$ cat src/rtl/regfile_wb_if.sv
// Bundle of decode, ALU writeback, LSU load-return and register-file write
// signals shared by the writeback controller and its surrounding pipeline.
interface regfile_wb_if #(
  parameter int XLEN = 32,
  parameter int NREG = 32
);
  localparam int IW = $clog2(NREG);
  localparam int CW = $clog2(NREG + 1);

  logic          dec_valid;
  logic [IW-1:0] dec_rs1;
  logic [IW-1:0] dec_rs2;
  logic [IW-1:0] dec_rd;
  logic          dec_is_load;
  logic          dec_stall;

  logic            alu_wr_en;
  logic [IW-1:0]   alu_wr_index;
  logic [XLEN-1:0] alu_wr_data;
  logic            alu_wb_stall;

  logic            lsu_valid;
  logic [IW-1:0]   lsu_index;
  logic [XLEN-1:0] lsu_data;
  logic            lsu_ready;

  logic            rf_wr_en;
  logic [IW-1:0]   rf_wr_index;
  logic [XLEN-1:0] rf_wr_data;

  logic [CW-1:0]   pending_cnt;
  logic            sb_err;

  modport slave (
    input  dec_valid, dec_rs1, dec_rs2, dec_rd, dec_is_load,
    input  alu_wr_en, alu_wr_index, alu_wr_data,
    input  lsu_valid, lsu_index, lsu_data,
    output dec_stall, alu_wb_stall, lsu_ready,
    output rf_wr_en, rf_wr_index, rf_wr_data,
    output pending_cnt, sb_err
  );

  modport master (
    output dec_valid, dec_rs1, dec_rs2, dec_rd, dec_is_load,
    output alu_wr_en, alu_wr_index, alu_wr_data,
    output lsu_valid, lsu_index, lsu_data,
    input  dec_stall, alu_wb_stall, lsu_ready,
    input  rf_wr_en, rf_wr_index, rf_wr_data,
    input  pending_cnt, sb_err
  );
endinterface

$ cat src/rtl/regfile_wb_ctrl.sv
// Register-file write-port arbiter between ALU writeback and a one-entry load
// hold buffer, plus an outstanding-load scoreboard driving the decode stall.
module regfile_wb_ctrl #(
  parameter int XLEN       = 32,
  parameter int NREG       = 32,
  parameter int STARVE_MAX = 4
) (
  input  logic         clk,
  input  logic         reset_n,
  regfile_wb_if.slave  bus
);
  localparam int IW = $clog2(NREG);
  localparam int CW = $clog2(NREG + 1);
  localparam int AW = $clog2(STARVE_MAX + 1);
  localparam logic [AW-1:0] AGE_MAX = AW'(STARVE_MAX);

  logic            hold_valid_q, hold_valid_d;
  logic [IW-1:0]   hold_index_q, hold_index_d;
  logic [XLEN-1:0] hold_data_q,  hold_data_d;
  logic [AW-1:0]   hold_age_q,   hold_age_d;
  logic [NREG-1:0] pending_q,    pending_d;
  logic [CW-1:0]   pending_cnt_q, pending_cnt_d;
  logic            sb_err_q,     sb_err_d;

  logic forced, alu_ok, alu_win, hold_win, capture, issue_fire, alu_wb_stall, dec_stall;

  function automatic logic [AW-1:0] sat_inc(input logic [AW-1:0] v);
    return (v == AGE_MAX) ? v : v + AW'(1);
  endfunction

  function automatic logic [CW-1:0] popcount(input logic [NREG-1:0] v);
    logic [CW-1:0] c;
    c = '0;
    for (int i = 0; i < NREG; i++) c = c + CW'(v[i]);
    return c;
  endfunction

  function automatic logic hit(input logic [IW-1:0] x, input logic [NREG-1:0] p);
    return (x != '0) && p[x];
  endfunction

  always_comb begin
    // A starved hold entry takes the port unconditionally; ALU writes to x0 never compete.
    forced       = hold_valid_q && (hold_age_q == AGE_MAX);
    alu_ok       = bus.alu_wr_en && (bus.alu_wr_index != '0);
    alu_win      = alu_ok && !forced;
    hold_win     = hold_valid_q && (forced || !alu_ok);
    alu_wb_stall = forced && bus.alu_wr_en;
    dec_stall    = bus.dec_valid && (alu_wb_stall ||
                   hit(bus.dec_rs1, pending_q) || hit(bus.dec_rs2, pending_q) ||
                   hit(bus.dec_rd, pending_q));
    capture      = bus.lsu_valid && !hold_valid_q;
    issue_fire   = bus.dec_valid && !dec_stall && bus.dec_is_load && (bus.dec_rd != '0);

    hold_valid_d = hold_valid_q;
    hold_index_d = hold_index_q;
    hold_data_d  = hold_data_q;
    hold_age_d   = hold_age_q;
    if (capture) begin
      hold_valid_d = 1'b1;
      hold_index_d = bus.lsu_index;
      hold_data_d  = bus.lsu_data;
      hold_age_d   = '0;
    end else if (hold_win) begin
      hold_valid_d = 1'b0;
      hold_age_d   = '0;
    end else if (hold_valid_q) begin
      hold_age_d   = sat_inc(hold_age_q);
    end

    // Clear before set so a same-cycle reissue of the retiring index stays pending.
    pending_d = pending_q;
    if (hold_win)   pending_d[hold_index_q] = 1'b0;
    if (issue_fire) pending_d[bus.dec_rd]   = 1'b1;
    pending_cnt_d = popcount(pending_d);

    sb_err_d = sb_err_q || (capture && !pending_q[bus.lsu_index]);
  end

  always_ff @(posedge clk or negedge reset_n) begin
    if (!reset_n) begin
      hold_valid_q  <= 1'b0;
      hold_age_q    <= '0;
      pending_q     <= '0;
      pending_cnt_q <= '0;
      sb_err_q      <= 1'b0;
    end else begin
      hold_valid_q  <= hold_valid_d;
      hold_age_q    <= hold_age_d;
      pending_q     <= pending_d;
      pending_cnt_q <= pending_cnt_d;
      sb_err_q      <= sb_err_d;
    end
  end

  // Hold payload is qualified by hold_valid_q, so it needs no reset.
  always_ff @(posedge clk) begin
    hold_index_q <= hold_index_d;
    hold_data_q  <= hold_data_d;
  end

  always_comb begin
    bus.rf_wr_en    = 1'b0;
    bus.rf_wr_index = '0;
    bus.rf_wr_data  = '0;
    if (alu_win) begin
      bus.rf_wr_en    = 1'b1;
      bus.rf_wr_index = bus.alu_wr_index;
      bus.rf_wr_data  = bus.alu_wr_data;
    end else if (hold_win && (hold_index_q != '0)) begin
      bus.rf_wr_en    = 1'b1;
      bus.rf_wr_index = hold_index_q;
      bus.rf_wr_data  = hold_data_q;
    end
  end

  assign bus.dec_stall    = dec_stall;
  assign bus.alu_wb_stall = alu_wb_stall;
  assign bus.lsu_ready    = !hold_valid_q;
  assign bus.pending_cnt  = pending_cnt_q;
  assign bus.sb_err       = sb_err_q;
endmodule

$ cat src/flat_wrapper.sv
// flat-port wrapper written by rule: the top's interface ports become plain ports
module regfile_wb_ctrl_flat 
#(
  parameter int XLEN       = 32,
  parameter int NREG       = 32,
  parameter int STARVE_MAX = 4
)
  (clk, reset_n, bus_dec_valid, bus_dec_rs1, bus_dec_rs2, bus_dec_rd, bus_dec_is_load, bus_alu_wr_en, bus_alu_wr_index, bus_alu_wr_data, bus_lsu_valid, bus_lsu_index, bus_lsu_data, bus_dec_stall, bus_alu_wb_stall, bus_lsu_ready, bus_rf_wr_en, bus_rf_wr_index, bus_rf_wr_data, bus_pending_cnt, bus_sb_err);
  regfile_wb_if #(.XLEN(XLEN), .NREG(NREG)) bus_i ();
  input  logic clk;
  input  logic reset_n;
  input wire logic [$bits(bus_i.dec_valid)-1:0] bus_dec_valid;
  input wire logic [$bits(bus_i.dec_rs1)-1:0] bus_dec_rs1;
  input wire logic [$bits(bus_i.dec_rs2)-1:0] bus_dec_rs2;
  input wire logic [$bits(bus_i.dec_rd)-1:0] bus_dec_rd;
  input wire logic [$bits(bus_i.dec_is_load)-1:0] bus_dec_is_load;
  input wire logic [$bits(bus_i.alu_wr_en)-1:0] bus_alu_wr_en;
  input wire logic [$bits(bus_i.alu_wr_index)-1:0] bus_alu_wr_index;
  input wire logic [$bits(bus_i.alu_wr_data)-1:0] bus_alu_wr_data;
  input wire logic [$bits(bus_i.lsu_valid)-1:0] bus_lsu_valid;
  input wire logic [$bits(bus_i.lsu_index)-1:0] bus_lsu_index;
  input wire logic [$bits(bus_i.lsu_data)-1:0] bus_lsu_data;
  output wire logic [$bits(bus_i.dec_stall)-1:0] bus_dec_stall;
  output wire logic [$bits(bus_i.alu_wb_stall)-1:0] bus_alu_wb_stall;
  output wire logic [$bits(bus_i.lsu_ready)-1:0] bus_lsu_ready;
  output wire logic [$bits(bus_i.rf_wr_en)-1:0] bus_rf_wr_en;
  output wire logic [$bits(bus_i.rf_wr_index)-1:0] bus_rf_wr_index;
  output wire logic [$bits(bus_i.rf_wr_data)-1:0] bus_rf_wr_data;
  output wire logic [$bits(bus_i.pending_cnt)-1:0] bus_pending_cnt;
  output wire logic [$bits(bus_i.sb_err)-1:0] bus_sb_err;
  assign bus_i.dec_valid = bus_dec_valid;
  assign bus_i.dec_rs1 = bus_dec_rs1;
  assign bus_i.dec_rs2 = bus_dec_rs2;
  assign bus_i.dec_rd = bus_dec_rd;
  assign bus_i.dec_is_load = bus_dec_is_load;
  assign bus_i.alu_wr_en = bus_alu_wr_en;
  assign bus_i.alu_wr_index = bus_alu_wr_index;
  assign bus_i.alu_wr_data = bus_alu_wr_data;
  assign bus_i.lsu_valid = bus_lsu_valid;
  assign bus_i.lsu_index = bus_lsu_index;
  assign bus_i.lsu_data = bus_lsu_data;
  assign bus_dec_stall = bus_i.dec_stall;
  assign bus_alu_wb_stall = bus_i.alu_wb_stall;
  assign bus_lsu_ready = bus_i.lsu_ready;
  assign bus_rf_wr_en = bus_i.rf_wr_en;
  assign bus_rf_wr_index = bus_i.rf_wr_index;
  assign bus_rf_wr_data = bus_i.rf_wr_data;
  assign bus_pending_cnt = bus_i.pending_cnt;
  assign bus_sb_err = bus_i.sb_err;
  regfile_wb_ctrl #(.XLEN(XLEN), .NREG(NREG), .STARVE_MAX(STARVE_MAX)) u_core (.clk(clk), .reset_n(reset_n), .bus(bus_i));
endmodule
$ cat config.mk
export PLATFORM = sky130hd
export DESIGN_NAME = regfile_wb_ctrl_flat
export DESIGN_NICKNAME = d
export VERILOG_FILES = /design/src/rtl/regfile_wb_if.sv /design/src/rtl/regfile_wb_ctrl.sv /design/src/flat_wrapper.sv
export SDC_FILE = /design/constraint.sdc
export NUM_CORES = 1
export LEC_CHECK = 0
export CELL_PAD_IN_SITES_DETAIL_PLACEMENT = 0
export CELL_PAD_IN_SITES_GLOBAL_PLACEMENT = 1
export CORE_AREA = 2 2 121 123
export CTS_BUF_LIST = sky130_fd_sc_hd__clkbuf_2 sky130_fd_sc_hd__clkbuf_4 sky130_fd_sc_hd__clkbuf_8
export DETAILED_ROUTE_END_ITERATION = 8
export DIE_AREA = 0 0 123 125
export GPL_TIMING_DRIVEN = 0
export PLACE_DENSITY = 0.93
export SLEW_MARGIN = 10
export SYNTH_ARGS = -nofsm -noshare
export SYNTH_HDL_FRONTEND = slang
export SYNTH_SLANG_ARGS = --single-unit
export TNS_END_PERCENT = 20
$ cat constraint.sdc
create_clock -name clk -period 9.9 [get_ports clk]
set_input_delay 2.475 -clock clk [delete_from_list [all_inputs] [get_ports clk]]
set_output_delay 2.475 -clock clk [all_outputs]
set_load 0.05 [all_outputs]
### After elaboration in Yosys (flattened, before gate mapping)

Index checks and enable logic that the tools add are counted.

| operators by class | value |
|---|---|
| eq/ne operators | 2 |
| order comparisons | 7 |
| multiplexer cells | 26 |
| $add $sub $neg | 32 |
| reduce and logical (&&, ||, !) cells | 35 |
| bitwise operators | 3 |

Operators by type and width:

| operator | count |
|---|---|
| $add 6x1->6 | 30 |
| $mux 32 | 4 |
| $and 32x32->32 | 1 |
| $not 32->32 | 1 |
| $or 32x32->32 | 1 |
| $lt 5x6->1 const B | 5 |
| $reduce_bool 5->1 | 5 |
| $bmux 1 s5 | 4 |
| $logic_and 1x1->1 | 17 |
| $mux 3 | 4 |
| $demux 1 s5 | 2 |
| $ge 5x1->1 const B | 2 |
| $mux 1 | 10 |
| $mux 5 | 2 |
| $logic_not 1->1 | 5 |
| $logic_or 1x1->1 | 5 |
| $add 3x1->3 const B | 1 |
| $eq 3x3->1 const B | 1 |
| $ne 3x1->1 const B | 1 |
| $reduce_bool 3->1 | 1 |
| $add 1x1->2 | 1 |
| $reduce_and 2->1 | 1 |
| $reduce_bool 2->1 | 1 |

| storage, ports and cells | value |
|---|---|
| register bits | 80 |
| input bits | 95 |

### Longest topological paths before layout

Gate-level depths: netlist of run 1.

| depth | value |
|---|---|
| word-level depth | 43 |
| gate-level depth with buffers | 27 |
| gate-level depth less buffers | 25 |

### Worst setup path after synthesis of run 1

No wires, ideal clock.

| timing path | value |
|---|---|
| path type | input to register |
| from | input port bus_dec_rd[1] |
| to | register u_core.pending_cnt_q[4] (netlist: u_core.bus.pending_cnt[4]) |
| stages on the path | 25 |
| library setup time | 0.123 ns |
| path slack | 0.537 ns |
| data arrival time | 9.241 ns |
| required time | 9.777 ns |
| path through | buf_2 > mux2_1 > a221oi_1 > o21ai_1 > nand3b_1 > or4_1 > buf_2 > buf_6 > o41ai_1 > ha_1 > fa_1 > inv_1 > fa_1 > fa_1 > inv_1 > fa_1 > inv_1 > fa_1 > fa_1 > fa_1 > fa_1 > inv_1 > a21o_1 > a21oi_1 > xnor2_1 |

| on the way | value |
|---|---|
| word-level cells in the longest chain between the ends | 41 |

Ends and longest elaborated chain:

| what | line | RTL |
|---|---|---|
| start: declaration | flat_wrapper.sv:15 | `input wire logic [$bits(bus_i.dec_rd)-1:0] bus_dec_rd;` |
| $bmux 1 s5 | regfile_wb_ctrl.sv:39 | `return (x != '0) && p[x];` |
| $mux 1 (implied by the code) | regfile_wb_ctrl.sv:39 |  |
| $logic_and 1x1->1 | regfile_wb_ctrl.sv:39 |  |
| $logic_or 1x1->1 | regfile_wb_ctrl.sv:50 | `hit(bus.dec_rs1, pending_q) \|\| hit(bus.dec_rs2, pending_q) \|\|` |
| $logic_and 1x1->1 | regfile_wb_ctrl.sv:49 | `dec_stall = bus.dec_valid && (alu_wb_stall \|\|` |
| $logic_not 1->1 | regfile_wb_ctrl.sv:53 | `issue_fire = bus.dec_valid && !dec_stall && bus.dec_is_load && (bus.dec_rd != '0);` |
| $logic_and 1x1->1 (3 in series) | regfile_wb_ctrl.sv:53 |  |
| $mux 32 * | regfile_wb_ctrl.sv:74 | `if (issue_fire) pending_d[bus.dec_rd] = 1'b1;` |
| named net u_core.pending_d[1] | regfile_wb_ctrl.sv:21 | `logic [NREG-1:0] pending_q, pending_d;` |
| $add 1x1->2 * | regfile_wb_ctrl.sv:34 | `for (int i = 0; i < NREG; i++) c = c + CW'(v[i]);` |
| $add 6x1->6 * (30 in series) | regfile_wb_ctrl.sv:34 |  |
| named net u_core.pending_cnt_d[4] | regfile_wb_ctrl.sv:22 | `logic [CW-1:0] pending_cnt_q, pending_cnt_d;` |
| end signal: assignment | regfile_wb_ctrl.sv:91 | `pending_cnt_q <= pending_cnt_d;` |
| end: declaration | regfile_wb_ctrl.sv:22 |  |

Mark *: on every way through the listed nets, which the timed path passes. The rest lies on a longest branch. The select of a mux whose other input is x is not followed.
A chain may end at the register's enable or synchronous reset.

### Worst setup path in the final report of run 1

| timing path | value |
|---|---|
| from | input port bus_dec_rd[4] |
| to | register u_core.pending_cnt_q[4] (netlist: u_core.bus.pending_cnt[4]) |

Same word-level chain as after synthesis.

==> flow_summary.toml, run 1 <==
[status]
status = "finished, final reports clean"

[yosys]
synthFlopType = "dfrtp_1"
async_reset_ff_frac = 0.5375
syn_nets = 624
synth_top_family_by_area = "compound AO/OA/AOI/OAI gates"
synthMuxAreaShare = 0.1332
synth-simple-area-share = 0.1042
avgSynthCellArea_um2 = 11.23
syn_inst = 495
synth_warnings = 0
netlist_area_um2 = 5559
ys_seq_area_frac = 0.3934
synth-compound-area-share = 0.1981
synth-adder-area-share = 0.1089
ys_ff_latch = 80
synth-xor-area-share = 0.006302
synth_edf_count = 37
yosysUniqueCellTypes = 55

[flow_run]
maxCapViolations = 0

[timing]
setup_viol = 0
relSlewSlack = 0.3642
slew_viol_final = 0
final_hold_viol_count = 0
worst_slew_pin_slew_ps = 944.9
fin_skew_ps = 15.88
min_period_over_period = 0.9810
hold_ws_ps = 469.1
setup_ws_ps = 187.9
max_freq_mhz = 103.0
finalCriticalPeriod_ps = 9712

[setup_path]
crit_required_ps = 10170
critPathKind = "in -> reg"
slowest_stage = "fa_1"
crit_path_max_incr_delay_ps = 550
cp_max_fo = 10
rrSetupSlack_ps = 2260
cpLargestDelayFamily = "adder cells"
path_buf_inv = 8
end_kind = "register"
crit_path_frequent_cell = "fa_1"
worstPathArrival_ps = 9980
start_kind = "primary input"

[pwr]
p_clk_frac = 0.181
seqPwrFrac = 0.289
intPower_mw = 0.9040
total_leakage_power_nw = 2.986
combPwrFrac = 0.530
switching_share = 0.4118
ir_drop_mv = 0.1935
p_switching_mw = 0.6329
power_density_nw_per_um2 = 203.5

[route]
via_count = 5009
wl_per_cell_um = 21.56
ant_nets = 0
wl_mm = 18.20
drt_iter0_markers = 399
viasPerCell = 5.935
drc_errors = 0
dr.pass1.iters = 6

[grt]
first_global_vias = 4996
grt_pass1_wl_mm = 27.63
overflow = 0
grt_max_degree = 35
grtUsageTotal = 0.2361
antenna_found_initial = 0

[place]
dp_hpwl_mm = 13.99
post-place-ws_ps = -574.6
io_buffers = 137
dpl-instance-area_um2 = 7203
finalWeightedCongestion = 0.9231
dp.cells = 818

[clock_tree]
cts_buffers = 9
cts_hold_buffers = 0
clk_latency_ps = 380
cts.sinks = 80
cts_buffer_depth = 2
ctsRootBufferMaster = "clkbuf_8"
htreeDepth = 3
cts_tree = "built"
clk_pin_slew_ps = 90

[layout]
layout_commonest_cell = "clkdlybuf4s50_1"
nFillCells = 1207
syn_to_final_growth_pct = 35.85
antenna_cells = 0
final_cell_area_um2 = 7552
drive_gt1_frac = 0.1152
final_nets = 784
most-common-layout-cells = "clkdlybuf4s50_1, o21ai_0, dfrtp_1"
final_cells = 844

[floorplan]
die_height_um = 125
initial_utilization = 0.3914
dieArea_um2 = 15380
fp.dieW_um = 123
coreArea_um2 = 14200
io_pins = 143
rows = 44

[min_path]
hold_class = "reg -> reg"
==> per-layer routing <==
metal  track usage  share of wire  vias to the layer above
li1              -              -                     2210
met1        0.2871           0.37                     2402
met2        0.3952           0.48                      346
met3       0.06843           0.12                       51
met4       0.08824          0.031                        0
met5             0              0                        -
==> power groups by stage <==
stage / logic (mW) / clock network, mW / registers, mW
detailed placement: 0.816 / 0 / 0.447
CTS: 0.824 / 0.281 / 0.441
global placement: 0.797 / 0 / 0.446
floorplan: 0.577 / 0 / 0.455
global route: 0.923 / 0.294 / 0.447
finish: 0.815 / 0.278 / 0.444
==> synth_stat cells, types with 3 or more instances <==
| library cell | instances | area share |
|---|---|---|
| a21oi_1 | 4 | 0.0036 |
| a22o_1 | 32 | 0.050 |
| a22oi_1 | 5 | 0.0068 |
| buf_1 | 3 | 0.0020 |
| buf_2 | 5 | 0.0045 |
| buf_6 | 4 | 0.0081 |
| clkbuf_1 | 23 | 0.016 |
| dfrtp_1 | 43 | 0.19 |
| edfxtp_1 | 37 | 0.20 |
| fa_1 | 24 | 0.086 |
| ha_1 | 10 | 0.023 |
| inv_1 | 38 | 0.026 |
| mux2i_1 | 23 | 0.041 |
| mux4_2 | 20 | 0.081 |
| nand2_1 | 23 | 0.016 |
| nand2b_1 | 5 | 0.0056 |
| nand3_1 | 10 | 0.0090 |
| nand3b_1 | 7 | 0.0095 |
| nand4_1 | 3 | 0.0034 |
| nand4b_1 | 4 | 0.0063 |
| nor2_1 | 13 | 0.0088 |
| nor2b_1 | 6 | 0.0068 |
| nor3_1 | 3 | 0.0027 |
| nor3b_1 | 3 | 0.0041 |
| o2111ai_1 | 3 | 0.0047 |
| o21a_1 | 13 | 0.018 |
| o21ai_0 | 49 | 0.044 |
| o21ai_1 | 6 | 0.0054 |
| o31a_1 | 8 | 0.013 |
| o31ai_1 | 10 | 0.014 |
| o41a_1 | 4 | 0.0081 |
| o41ai_1 | 6 | 0.0095 |
| or3_1 | 11 | 0.012 |
| or3b_2 | 4 | 0.0063 |
| or4_1 | 4 | 0.0054 |
| xnor2_1 | 3 | 0.0047 |
==> through the flow <==
stage / setup TNS [ps] / total power [mW] / utilization
2_1_floorplan: 0 / 1.031 / -
3_3_place_gp: -1332 / 1.243 / 0.5041
3_5_place_dp: -1782 / 1.263 / 0.5071
4_1_cts: 0 / 1.546 / 0.5236
5_1_grt: -13.41 / 1.663 / 0.5317
6_report: 0 / 1.537 / 0.5317
==> worst paths after layout <==
kind | from | to | cells after the start
min | u_core.bus.sb_err | u_core.bus.sb_err | 1
max in group asynchronous | reset_n | u_core.hold_age_q[1] | 2
min reg2reg | u_core.bus.sb_err | u_core.bus.sb_err | 1
max reg2reg | u_core.pending_q[22] | u_core.bus.pending_cnt[4] | 23
min in group asynchronous | reset_n | u_core.pending_q[31] | 1
max | bus_dec_rd[4] | u_core.bus.pending_cnt[4] | 26
==> sequential cells by signal (all words and copies together), names as in the netlist <==
signal,flops
u_core.hold_data_q,32
u_core.pending_q,32
u_core.bus.pending_cnt,6
u_core.hold_index_q,5
u_core.hold_age_q,3
u_core.bus.sb_err,1
u_core.hold_valid_q,1
==> cell families after synthesis <==
kind of cell	after synthesis
mux	47
compound gates	154
buf+inv	73
fa+ha+maj	34
flops	80
xor+xnor	4
simple gates	103
==> area by class of cell <==
cell class	count	area, um^2	area share
inverters	38	142.6	0.01889
repair buffers	150	1489	0.1972
clock inverters	7	103.9	0.01375
clock buffers	9	123.9	0.01640
well taps	184	230.2	0.03048
flip-flops and latches	80	2187	0.2896
multi-input cells	342	3103	0.4109
plain buffers	34	172.7	0.02286
==> timing repair <==
action                     in CTS  in global routing
pin swaps                       0                  3
setup buffers                   0                 11
setup endpoints to repair       1                  5
resized for setup               2                 22
(Power assumes the default switching activity.)
==> run 2, diff against run 1 <==
==> constraint.sdc (replaced) <==
create_clock -name clk -period 9.9 [get_ports clk]
set_input_delay 1.98 -clock clk [delete_from_list [all_inputs] [get_ports clk]]
set_output_delay 1.98 -clock clk [all_outputs]
set_load 0.05 [all_outputs]
==> run 2 against run 1 <==
Global-route usage barely moved. Maximum frequency is 2.1% higher. Wire length is 1.2% lower. Clock power is essentially flat. Die area unchanged. Non-clock buffer count fell by 10. Sequential power hardly changed. Via count fell by 0.42%. Final area is 1.5% lower. Combinational power down 0.7%. Clock-buffer cell count unchanged. Critical path depth is 1 lower. Critical path type unchanged. Highest routed layer unchanged.
==> flow_summary.toml, run 2 (synthesized netlist as in run 1, its figures left out) <==
[min_path]
holdPathStages = 1
hold_class = "reg -> reg"
hold-path-endpoint = "u_core.bus.sb_err"
worstHoldStart = "u_core.bus.sb_err"

[route]
m1WireLength_mm = 6.846
drt_iter0_markers = 613
wl_met3_mm = 1.998
dr.pass1.iters = 5
maxUsedRoutingLayer = "met4"
drc_errors = 0
wl_per_cell_um = 21.56
ant_nets = 0
via_count = 4988
viasPerCell = 5.981
wl_mm = 17.99
routed-wl-met2_mm = 8.639

[floorplan]
rows = 44
dieArea_um2 = 15380
coreArea_um2 = 14200
initial_utilization = 0.3914
die_height_um = 125
io_pins = 143
fp.dieW_um = 123

[timing]
slew_viol_final = 0
setup_viol = 0
setup_tns_ps = 0
relSlewSlack = 0.3742
fin_skew_ps = 15.33
min_period_over_period = 0.9604
rsz0062_at_grt = "false"
worst_slew_pin_slew_ps = 930.2
final_hold_viol_count = 0
finalCriticalPeriod_ps = 9508
max_freq_mhz = 105.2

[clock_tree]
cts_hold_buffers = 0
htreeDepth = 3
ctsRootBufferMaster = "clkbuf_8"
cts.sinks = 80
clk_pin_slew_ps = 90
post_cts_buffers = 0
clk_latency_ps = 370
cts_tree = "built"
cts_buffers = 9
cts-resized-gates = 0
cts_buffer_depth = 2

[setup_path]
crit_path_max_incr_delay_ps = 580
reg2reg_depth = 23
timing.rr.end = "u_core.bus.pending_cnt[4]"
worstPathArrival_ps = 9770
slowest_stage = "clkdlybuf4s50_1"
cp_max_fo = 10
crit-reg2reg-launch = "u_core.pending_q[23]"
end_kind = "register"
crit_required_ps = 10170
critPathKind = "in -> reg"
crit_path_frequent_cell = "fa_1"
rrSetupSlack_ps = 2210
start_kind = "primary input"

[layout]
syn_to_final_growth_pct = 33.81
drive_gt1_frac = 0.08923
layout_commonest_cell = "clkdlybuf4s50_1"
final_nets = 774
most-common-layout-cells = "clkdlybuf4s50_1, o21ai_0, dfrtp_1"
antenna_cells = 0

[flow_run]
maxCapViolations = 0

[pwr]
p_total_mw = 1.531
p_switching_mw = 0.6301
combPwrFrac = 0.529
intPower_mw = 0.9006
total_leakage_power_nw = 2.887
power_density_nw_per_um2 = 205.8
p_clk_frac = 0.181
seqPwrFrac = 0.290
switching_share = 0.4116
ir_drop_mv = 0.1934

[grt]
grt_pass1_wl_mm = 27.64
grt_max_degree = 35
overflow = 0
first_global_vias = 4985
grtUsageTotal = 0.2362
antenna_found_initial = 0

[status]
status = "finished, final reports clean"

[place]
io_buffers = 137
dp_hpwl_mm = 13.99
finalWeightedCongestion = 0.9231
[run 2: cell types whose count changed in the layout (fill, tap and decap cells not counted), sizes merged]
cell	previous run	this run
dlymetal6s2s	2	0
clkbuf	30	32
buf	28	15
clkdlybuf4s50	133	136
[run 2: worst max path at each step]
stage | end | slack, ps | cells after the start | start
floorplan | u_core.bus.pending_cnt[4] | 1030 | 25 | bus_dec_rd[1]
global placement | u_core.bus.pending_cnt[4] | -5 | 25 | bus_dec_rs1[0]
detailed placement | u_core.bus.pending_cnt[4] | -80 | 25 | bus_dec_rs1[0]
CTS | u_core.bus.pending_cnt[4] | 310 | 25 | bus_dec_rs1[0]
global route | u_core.bus.pending_cnt[4] | 110 | 25 | bus_dec_rs1[0]
finish | u_core.bus.pending_cnt[4] | 390 | 25 | bus_dec_rs1[0]
[run 2: stage by stage]
stage	util	hold slack, ps	instances	area (um^2)	setup slack, ps
2_1_floorplan	-	485.6	495	5559	1032
3_3_place_gp	0.5041	445.2	816	7161	-4.780
3_5_place_dp	0.5071	451.7	818	7203	-79.59
4_1_cts	0.5232	470.8	834	7431	311.0
5_1_grt	0.5237	506.6	834	7438	107.3
6_report	0.5237	469.9	834	7438	392.0
[run 2: worst max-delay path: cells and delay by family]
kind | cells | cell delay [ps]
AO/OA/AOI/OAI | 4 | 820
XOR/XNOR | 1 | 130
adder cells (fa/ha/maj) | 9 | 4290
buffers and inverters | 8 | 1390
multiplexers | 1 | 500
AND/OR/NAND/NOR | 2 | 680
[run 2: layer usage]
metal  GRT usage  vias up
li1            -     2192
met1      0.2886     2421
met2      0.3949      325
met3     0.07026       50
met4     0.08356        0
met5           0        -
[run 2: layout make-up]
type	count	area, um^2
Fill cell	1221	6765
Multi-Input combinational cell	342	3077
Sequential cell	80	2187
Timing Repair Buffer	139	1406
Tap cell	184	230.2
Buffer	35	167.7
Inverter	38	142.6
Clock buffer	9	123.9
Clock inverter	7	103.9
[run 2: power groups by stage]
stage,Sequential (mW),Clock (mW),Combinational (mW)
2_1_floorplan,0.455,0,0.577
3_5_place_dp,0.447,0,0.816
3_3_place_gp,0.446,0,0.797
6_report,0.444,0.277,0.809
4_1_cts,0.441,0.281,0.824
5_1_grt,0.447,0.294,0.918
==> run 3, diff against run 2 <==
--- a/config.mk
+++ b/config.mk
@@ -9,6 +9,7 @@
 export CELL_PAD_IN_SITES_GLOBAL_PLACEMENT = 1
 export CORE_AREA = 2 2 121 123
 export CTS_BUF_LIST = sky130_fd_sc_hd__clkbuf_2 sky130_fd_sc_hd__clkbuf_4 sky130_fd_sc_hd__clkbuf_8
+export CTS_CLUSTER_SIZE = 20
 export DETAILED_ROUTE_END_ITERATION = 8
 export DIE_AREA = 0 0 123 125
 export GPL_TIMING_DRIVEN = 0
==> constraint.sdc (replaced) <==
create_clock -name clk -period 9.9 [get_ports clk]
set_input_delay 2.97 -clock clk [delete_from_list [all_inputs] [get_ports clk]]
set_output_delay 2.97 -clock clk [all_outputs]
set_load 0.05 [all_outputs]
==> run 3 against run 2 <==
Critical path depth down 3. Cell count up 1.1%. Die area unchanged.
==> flow_summary.toml, run 3 (synthesized netlist as in run 1, its figures left out) <==
[clock_tree]
clk_pin_slew_ps = 90
clk_latency_ps = 380
cts_tree = "built"
ctsRootBufferMaster = "clkbuf_8"
htreeDepth = 3
cts_buffers = 9
cts_buffer_depth = 2
cts.sinks = 80

[timing]
min_period_over_period = 0.9761
worst_slew_pin_slew_ps = 1031
relSlewSlack = 0.3066
rsz0062_at_grt = "false"
setup_viol = 0
setup_ws_ps = 237.0
max_freq_mhz = 103.5
finalCriticalPeriod_ps = 9663
final_hold_viol_count = 0
slew_viol_final = 0
fin_skew_ps = 17.73

[pwr]
p_clk_frac = 0.180
ir_drop_mv = 0.1937
combPwrFrac = 0.533
total_leakage_power_nw = 3.014
seqPwrFrac = 0.286
power_density_nw_per_um2 = 204.6
intPower_mw = 0.9113
p_switching_mw = 0.6385
switching_share = 0.4120

[min_path]
hold_class = "reg -> reg"
worstHoldStart = "u_core.bus.sb_err"
hold-path-endpoint = "u_core.bus.sb_err"
holdPathStages = 1

[setup_path]
critPathKind = "in -> reg"
slowest_stage = "or4_1"
end_kind = "register"
start_kind = "primary input"
crit_path_max_incr_delay_ps = 610
rrSetupSlack_ps = 2590
crit-reg2reg-launch = "u_core.pending_q[22]"
crit_path_frequent_cell = "fa_1"
worstPathArrival_ps = 9930
crit_chain = "clkdlybuf4s50_1, or4_1, o21a_1, or4_1, clkbuf_1, o21a_1, ha_1, fa_1, inv_1, fa_1, fa_1, inv_1, fa_1, inv_1, fa_1, fa_1, fa_2, fa_2, inv_1, a21o_1, a21oi_1, xnor2_1"
crit_required_ps = 10170
timing.rr.end = "u_core.bus.pending_cnt[4]"
reg2reg_depth = 23
cp_max_fo = 8

[status]
status = "finished, final reports clean"

[grt]
grt_max_degree = 35
antenna_found_initial = 0
grt_pass1_wl_mm = 27.85
grtUsageTotal = 0.2383
first_global_vias = 5021
overflow = 0

[layout]
final_nets = 783
final_cells = 843
syn_to_final_growth_pct = 36.26
antenna_cells = 0
layout_commonest_cell = "clkdlybuf4s50_1"
drive_gt1_frac = 0.1275
most-common-layout-cells = "clkdlybuf4s50_1, o21ai_0, dfrtp_1"

[flow_run]
maxCapViolations = 0

[route]
wl_mm = 18.17
dr.pass1.iters = 5
via_count = 5042
viasPerCell = 5.981
drc_errors = 0
drt_iter0_markers = 490
ant_nets = 0
wl_per_cell_um = 21.56

[floorplan]
initial_utilization = 0.3914
rows = 44
io_pins = 143
coreArea_um2 = 14200
die_height_um = 125
fp.dieW_um = 123
dieArea_um2 = 15380

[place]
post-place-ws_ps = -1070
io_buffers = 137
finalWeightedCongestion = 0.9231
dp.cells = 818
dp_hpwl_mm = 13.99
==> run 3: timing repair <==
action,in CTS,in global routing
endpoints found under the setup margin,5,5
buffers inserted,9,1
hold buffers,0,0
pin swaps,4,3
gates resized for setup,19,20
==> run 3: cell type report <==
type | count | area [um^2]
fill | 1209 | 6629
multi-input combinational | 342 | 3113
sequential | 80 | 2187
timing repair buffer | 149 | 1478
tap | 184 | 230.2
buffer | 34 | 196.4
inverter | 38 | 142.6
clock buffer | 9 | 123.9
clock inverter | 7 | 103.9
==> run 3: worst max-delay path by stage <==
stage	from	slack (ps)	end	cells after the start
final	bus_alu_wr_index[2]	240	u_core.bus.pending_cnt[4]	22
after global routing	bus_dec_rs1[0]	5	u_core.bus.pending_cnt[4]	25
after CTS	bus_dec_rd[3]	80	u_core.bus.pending_cnt[4]	23
after detailed placement	bus_dec_rs1[0]	-1070	u_core.bus.pending_cnt[4]	25
after global placement	bus_dec_rs1[0]	-990	u_core.bus.pending_cnt[4]	25
after floorplan	bus_dec_rd[1]	40	u_core.bus.pending_cnt[4]	25
==> run 3: critical path: cells and delay by family <==
kind,cells,cell delay [ps]
xor+xnor,1,130
fa+ha+maj,9,4130
simple gates,2,1050
compound gates,4,700
buf+inv,6,960
==> run 3: power by group through the flow <==
stage	Combinational (mW)	Sequential (mW)	Clock, mW
final	0.827	0.444	0.280
after global routing	0.933	0.447	0.294
after CTS	0.840	0.441	0.281
after detailed placement	0.816	0.447	0
after global placement	0.797	0.446	0
after floorplan	0.577	0.455	0
==> run 3: metrics by stage <==
step                      TNS, ps  area (um^2)  hold slack, ps  total power [mW]  utilization
after floorplan                 0         5559           485.6             1.031            -
after global placement      -4110         7161           445.2             1.243       0.5041
after detailed placement    -4614         7203           451.7             1.263       0.5071
after CTS                       0         7551           470.8             1.562       0.5316
after global routing            0         7575           506.6             1.673       0.5333
final                           0         7575           471.8             1.550       0.5333
==> run 3: per-layer routing <==
metal	GRT usage	vias up	part of all wire
met2	0.3994	338	0.48
met4	0.08489	0	0.029
li1	-	2205	-
met3	0.07071	47	0.11
met1	0.2900	2452	0.38
met5	0	-	0
==> RTL change, RTL diff (config.mk and constraints of run 1) <==
Reset style: synchronous (`reset_n`), changed in one clocked block.
--- a/src/rtl/regfile_wb_ctrl.sv
+++ b/src/rtl/regfile_wb_ctrl.sv
@@ -77,7 +77,7 @@
     sb_err_d = sb_err_q || (capture && !pending_q[bus.lsu_index]);
   end
 
-  always_ff @(posedge clk or negedge reset_n) begin
+  always_ff @(posedge clk) begin
     if (!reset_n) begin
       hold_valid_q  <= 1'b0;
       hold_age_q    <= '0;
Formal check against the unedited RTL: not equivalent (a bounded check fails within 4 cycles, from zero or initial values and one cycle with reset_n low; the reset may be asserted at any time).
==> RTL change against run 1 <==
Setup slack gained 97 ps; design area decreased by 3.8%; clock skew up 1.1 ps; sequential cell count stayed put; synthesized area fell by 2.7%; register-to-register slack better by 150 ps; routed wire length decreased by 0.63%; largest cell class unchanged.
Power is not compared: it rests on default switching activity, and its combinational part moved more than twofold at a synthesized area within 25%.
==> RTL change: results (changes against run 1) <==
- Compound-cell area share of the yosys netlist: 20.3% (was 19.8%)
- Post-Syn Instances: 527 (was 495)
- R2R Setup Slk: 2410 ps (was 2260 ps)
- DRT iter0 DRCs: 384 (was 399)
- CP peak stage delay: 530 ps (was 550 ps)
- Fraction of the mapped netlist area in adder cells: 11.2% (was 10.9%)
- Top cells by area in the synthesized netlist: edfxtp_1 21%, dfxtp_1 16%, fa_1 8.9%, mux4_2 5.8%, mux2i_1 5.7% (was edfxtp_1 20%, dfrtp_1 19%, fa_1 8.6%, mux4_2 8.1%, a22o_1 5.0%)
- Hold path startpoint: u_core.hold_age_q[2]$_SDFFE_PP0P_ (was u_core.bus.sb_err$_DFF_PN0_)
- Vias in the first global route: 5040 (was 4996)
- DP Wirelength: 14400 um (was 14000 um)
- Sequential area share after synthesis: 36.4% (was 39.3%)
- XOR/XNOR Fraction of Synth Area: 0.648% (was 0.630%)
- DRT Wirelength: 18100 um (was 18200 um)
- Resize count post-CTS: 0 (was 2)
- Status: finished, final reports clean (unchanged)
- CP max-delay cell: clkdlybuf4s50_1 (was fa_1)
- Hold Crit Endpoint: u_core.hold_age_q[2]$_SDFFE_PP0P_ (was u_core.bus.sb_err$_DFF_PN0_)
- Routability congestion estimate: 0.953 (was 0.923)
- Unique masters post-synth: 58 (was 55)
- Async S/R FF share, synth: 0% (was 53.8%)
- Largest net degree at the start of global routing: 27 (was 35)
- Slew Limit Headroom: 44.8% (was 36.4%)
- Most common library cells after synthesis: 43 x dfxtp_1, 43 x o21ai_0, 41 x inv_1, 37 x edfxtp_1, 34 x nand2_1 (was 49 x o21ai_0, 43 x dfrtp_1, 38 x inv_1, 37 x edfxtp_1, 32 x a22o_1)
- Mux contribution to synthesized area: 13.5% (was 13.3%)
- Worst setup path endpoint: u_core.bus.pending_cnt[4]$_SDFF_PN0_ (was u_core.bus.pending_cnt[4]$_DFF_PN0_)
- Tot GR Track Use: 23.4% (was 23.6%)
- First-pass GRT wire length: 27100 um (was 27600 um)
- Placed cell area: 7070 sq um (was 7200 sq um)
- Dpl cells: 851 (was 818)
- Reg2reg start: u_core.pending_q[29]$_SDFF_PN0_ (was u_core.pending_q[22]$_DFF_PN0_)
- Layout cells sized above 1: 7.91% (was 11.5%)
- Worst hold stages: 2 (was 1)
- Critical Path AT: 9860 ps (was 9980 ps)
- Multi-input logic area: 3170 sq um (was 3100 sq um)
-- RTL change: power by group --
part	switching [mW]	internal, mW	leakage (nW)	total [mW]
logic	0.119	0.0870	1.87	0.206
registers	0.00600	0.359	0.703	0.365
clock network	0.118	0.107	0.0981	0.225
total	0.243	0.553	2.67	0.796
-- RTL change: routing by layer --
| metal | track usage, % | share of wire, % | routed length, um |
|---|---|---|---|
| met2 | 39.5 | 49 | 8780 |
| met3 | 5.75 | 10 | 1820 |
| met4 | 9.96 | 2.9 | 532 |
| met1 | 28.2 | 38 | 6950 |
| met5 | 0 | 0 | 0 |
-- RTL change: layout make-up --
class / count / area share [%]
tap: 184 / 3.17
buffer: 31 / 1.95
sequential: 80 / 27.1
inverter: 42 / 2.17
clock buffer: 13 / 2.20
clock inverter: 3 / 0.258
multi-input combinational: 374 / 43.6
timing repair buffer: 140 / 19.5
